**config.mk**
```make
export PLATFORM = sky130hd
export DESIGN_NAME = reg_file_asy
export DESIGN_NICKNAME = d
export VERILOG_FILES = /design/src/rtl/reg_file_asy.sv
export SDC_FILE = /design/constraint.sdc
export NUM_CORES = 2
export LEC_CHECK = 0
export BUFFER_PORTS_ARGS = -buffer_cell sky130_fd_sc_hd__buf_2
export CAP_MARGIN = 15
export CELL_PAD_IN_SITES_DETAIL_PLACEMENT = 1
export CELL_PAD_IN_SITES_GLOBAL_PLACEMENT = 2
export CORE_UTILIZATION = 40
export CTS_CLUSTER_SIZE = 16
export DETAILED_ROUTE_END_ITERATION = 10
export HOLD_SLACK_MARGIN = 0.1
export PLACE_DENSITY = 0.83
export SYNTH_ARGS = -nofsm -noshare
export SYNTH_HDL_FRONTEND = slang
export SYNTH_SLANG_ARGS = --single-unit
```
**constraint.sdc**
```tcl
create_clock -name clk -period 32.3 [get_ports clk]
set_clock_uncertainty 0.15 [all_clocks]
set_input_delay 0 -clock clk [delete_from_list [all_inputs] [get_ports clk]]
set_output_delay 0 -clock clk [all_outputs]
set_load 0.02 [all_outputs]
```
**src/rtl/reg_file_asy.sv**
```systemverilog
// reg_file_asy: DEPTH x WIDTH register bank, one synchronous write port, two combinational read ports.
// Ports:
//   clk            rising-edge clock
//   rst            asynchronous active-high reset; all words -> RST_VAL, wr_cnt -> 0
//   clr            synchronous clear, same effect as rst at the next edge; beats we
//   we/waddr/wdata write port
//   raddr1/rdata1  read port 1 (combinational)
//   raddr2/rdata2  read port 2 (combinational)
//   wr_cnt         saturating count of committed writes
// Optional macro REG_FILE_BYPASS_EN: forward wdata to a read port addressing the word being written.
module reg_file_asy #(
    parameter int WIDTH = 32,
    parameter int DEPTH = 32,
    parameter int ZERO_REG = 1,
    parameter logic [WIDTH-1:0] RST_VAL = '0,
    localparam int AW = $clog2(DEPTH)
) (
    input  logic             clk,
    input  logic             rst,
    input  logic             clr,
    input  logic             we,
    input  logic [AW-1:0]    waddr,
    input  logic [WIDTH-1:0] wdata,
    input  logic [AW-1:0]    raddr1,
    output logic [WIDTH-1:0] rdata1,
    input  logic [AW-1:0]    raddr2,
    output logic [WIDTH-1:0] rdata2,
    output logic [15:0]      wr_cnt
);
    logic [WIDTH-1:0] mem [DEPTH];
    logic             commit;
    logic [WIDTH-1:0] st1, st2;

    // Writes to the hardwired zero register are neither stored nor counted.
    assign commit = we && (ZERO_REG == 0 || waddr != '0);

    always_ff @(posedge clk or posedge rst)
        if (rst) begin
            for (int i = 0; i < DEPTH; i++) mem[i] <= RST_VAL;
            wr_cnt <= '0;
        end else if (clr) begin
            for (int i = 0; i < DEPTH; i++) mem[i] <= RST_VAL;
            wr_cnt <= '0;
        end else if (commit) begin
            mem[waddr] <= wdata;
            if (wr_cnt != 16'hFFFF) wr_cnt <= wr_cnt + 16'd1;
        end

    // Register 0 reads zero even when RST_VAL is non-zero.
    assign st1 = (ZERO_REG != 0 && raddr1 == '0) ? '0 : mem[raddr1];
    assign st2 = (ZERO_REG != 0 && raddr2 == '0) ? '0 : mem[raddr2];

`ifdef REG_FILE_BYPASS_EN
    logic fwd;
    assign fwd = commit && !rst && !clr;
    assign rdata1 = (fwd && raddr1 == waddr) ? wdata : st1;
    assign rdata2 = (fwd && raddr2 == waddr) ? wdata : st2;
`else
    assign rdata1 = st1;
    assign rdata2 = st2;
`endif
endmodule
```
==> reports/qor.yml <==
synth_top_area_cell: "dfrtp_1"
m1WireLength_mm: 93.2
first_global_vias: 51200
cts_tree: "done"
synth_commonest_cells: "2,013 x nand2_1, 1,102 x a21oi_1, 1,040 x dfrtp_1, 512 x mux4_2, 390 x clkbuf_1"
ys_types: 53
synth_cells: 5825
crit_fanout: 54
synth_seq_cells: 1040
cts_sinks: 1040
peakVddDrop_mv: 0.0431
holdPathStages: 4
pre_cts_ws_ns: 27.56
nNetsFinal: 5699
timing.final.crit_share_pct: 15.2
hp-class: "primary input to flop"
remaining_drc_errors: 0
drt_iter0_drc: 5414
reg2reg_to: "wr_cnt[7]$_DFFE_PP0P_"
fp.dieH_microns: 382
htree_levels: 3
min_from: "wdata[18]"
antenna_found_initial: 8
arrival_ns: 4.76
avgViaCountPerCell: 6.43
layout-drive-gt1-share_pct: 19.2
routabilityCongestion: 0.869
hold_violations: 0
min_to: "mem[306]$_DFFE_PP0P_"
cp-start-kind: "primary input"
synth_top_cell_area_share_pct: 45.1
maxSlewHeadroom_pct: 11.6
cap_violations: 0
numCtsBuffers: 118
num_io_pins: 131
detail-route-antenna-nets: 0
grt_pass1_wl_mm: 349
dp_hpwl_mm: 132
fin_crit_ns: 4.91
cts_buffer_depth: 3
yosysWarningCount: 0
grt_setup_unrepaired: "false"
maxSlewViolCount: 0
p_total_w: 0.00300
synth_edf_count: 0
dr.pass1.iters: 5
worst_pin_slew_ns: 1.31
clkSlewWorstSetupHoldPaths_ns: 0.06
highest_layer: "met5"
status: "finished, final reports clean"
wire_per_inst_microns: 30.8
dr_wl_met3_mm: 23.1
crit_path_end_kind: "primary output"
gr-usage-all-layers_pct: 32.3
synth_area_leaders: "dfrtp_1 45%, mux4_2 20%, nand2_1 13%, a21oi_1 9.6%, clkbuf_1 2.5%"
wl_met2_mm: 109
fin_tns_setup_ns: 0
cellLeakagePower_nw: 25.0
fp.dieW_microns: 382
syn_avg_cell_area_sq_um: 9.90
row_count: 138
setup_ws_ns: 27.39
rrSetupSlack_ns: 29.60
die_area_sq_um: 146000
grt_max_degree: 201
critical_path_class: "primary input to primary output"
clock.fmax_mhz: 204
routed_wl_mm: 235
setup_viol: 0
cp.required_ns: 32.15
async_reset_ff_share_pct: 100
synth_area_sq_um: 57600
clock_latency_ns: 0.75
synth_nets: 5877
via_count: 49100
reg2regPathDepth: 6
start_util_pct: 40.5
synth.most_common_cell: "nand2_1"
yosysSeqAreaShare_pct: 45.1
yosys_most_used_dff: "dfrtp_1"
clockRootBuffer: "clkbuf_16"
grt_overflow: 0
power.density_nw_per_um2: 47.1
place.port_buffers: 130
core_sq_um: 142000
area_growth_pct: 10.7
rr_startpoint: "wr_cnt[1]$_DFFE_PP0P_"
post_cts_buffers: 0
-- cell type report --
type | instances | area [sq um]
tap | 1890 | 2360
multi-input combinational | 4194 | 29300
inverter | 2 | 15.0
sequential | 1040 | 26000
timing repair buffer | 291 | 2180
fill | 15700 | 78400
clock buffer | 184 | 3630
antenna | 5 | 12.5
clock inverter | 29 | 344
-- routing by layer --
layer,GRT usage (%),vias to the layer above
li1,-,20000
met1,43.5,26000
met2,50.5,2476
met3,7.72,574
met4,12.4,4
met5,0,-
-- sequential cells by signal, summed over array words and instances (netlist names) --
name,count
wr_cnt,16
mem,1024
-- how the worst max path moves through the flow --
stage / startpoint / to / depth (start not counted)
floorplan: rst / mem[0]$_DFFE_PP0P_ / 1
global placement: raddr1[0] / rdata1[8] / 8
detailed placement: raddr1[0] / rdata1[10] / 8
CTS: rst / mem[357]$_DFFE_PP0P_ / 8
global route: rst / mem[357]$_DFFE_PP0P_ / 8
finish: raddr1[0] / rdata1[16] / 8
-- cells by family after synthesis --
family | count (synthesis) | synth area share [%]
xor+xnor | 1 | 0.0152
compound gates | 1281 | 11.7
flops | 1040 | 45.1
mux | 705 | 23.5
fa+ha+maj | 1 | 0.0217
buf+inv | 591 | 4.59
simple gates | 2206 | 15.0
-- timing repair --
item                      4_1_cts  5_1_grt
gates resized for setup         0        0
hold endpoints to repair     1154        0
hold buffers                   46        0
-- through the flow --
step / hold slack, ns / std cells / util [%] / cell area [sq um]
CTS: 0.195 / 7628 / 44.9 / 63800
detailed placement: 0.0716 / 7369 / 41.7 / 59400
global route: 0.267 / 7631 / 44.9 / 63800
floorplan: -0.0193 / 5825 / - / 57600
global placement: 0.0806 / 7367 / 41.7 / 59300
finish: 0.231 / 7635 / 44.9 / 63800
-- worst max-delay path, stage by stage --
cell and delay, ns:
buf_8 0.51, buf_4 0.87, buf_4 0.86, mux4_2 0.62
mux2_2 0.28, o21ai_0 0.92, a21oi_1 0.24, buf_2 0.26
-- layout by cell type, fill, tap and decap left out, drive strengths merged, types with 2 or more instances in the layout --
cell type,count
nand4,4
or3b,2
and2,4
dfrtp,1040
clkinvlp,2
a31oi,17
nand2,2013
mux4,512
a21o,2
bufinv,7
clkbuf,186
dlygate4sd3,46
inv,4
nand2b,4
a22o,13
nor2b,38
diode,5
nand3,10
nand3b,4
and3,5
a221oi,47
clkinv,18
a22oi,17
mux2,81
and4,2
o31ai,5
or2,3
nor3,6
or4,4
nor3b,2
o21ai,72
or3,8
buf,243
a21oi,1102
mux2i,112
nor2,89
nor4,2
and3b,3
-- report_power, final --
part	internal [W]	switching, W
registers	0.00131	0.00000722
logic	0.0000686	0.000211
clock network	0.000820	0.000585
total	0.00220	0.000803
(Power assumes the default switching activity.)
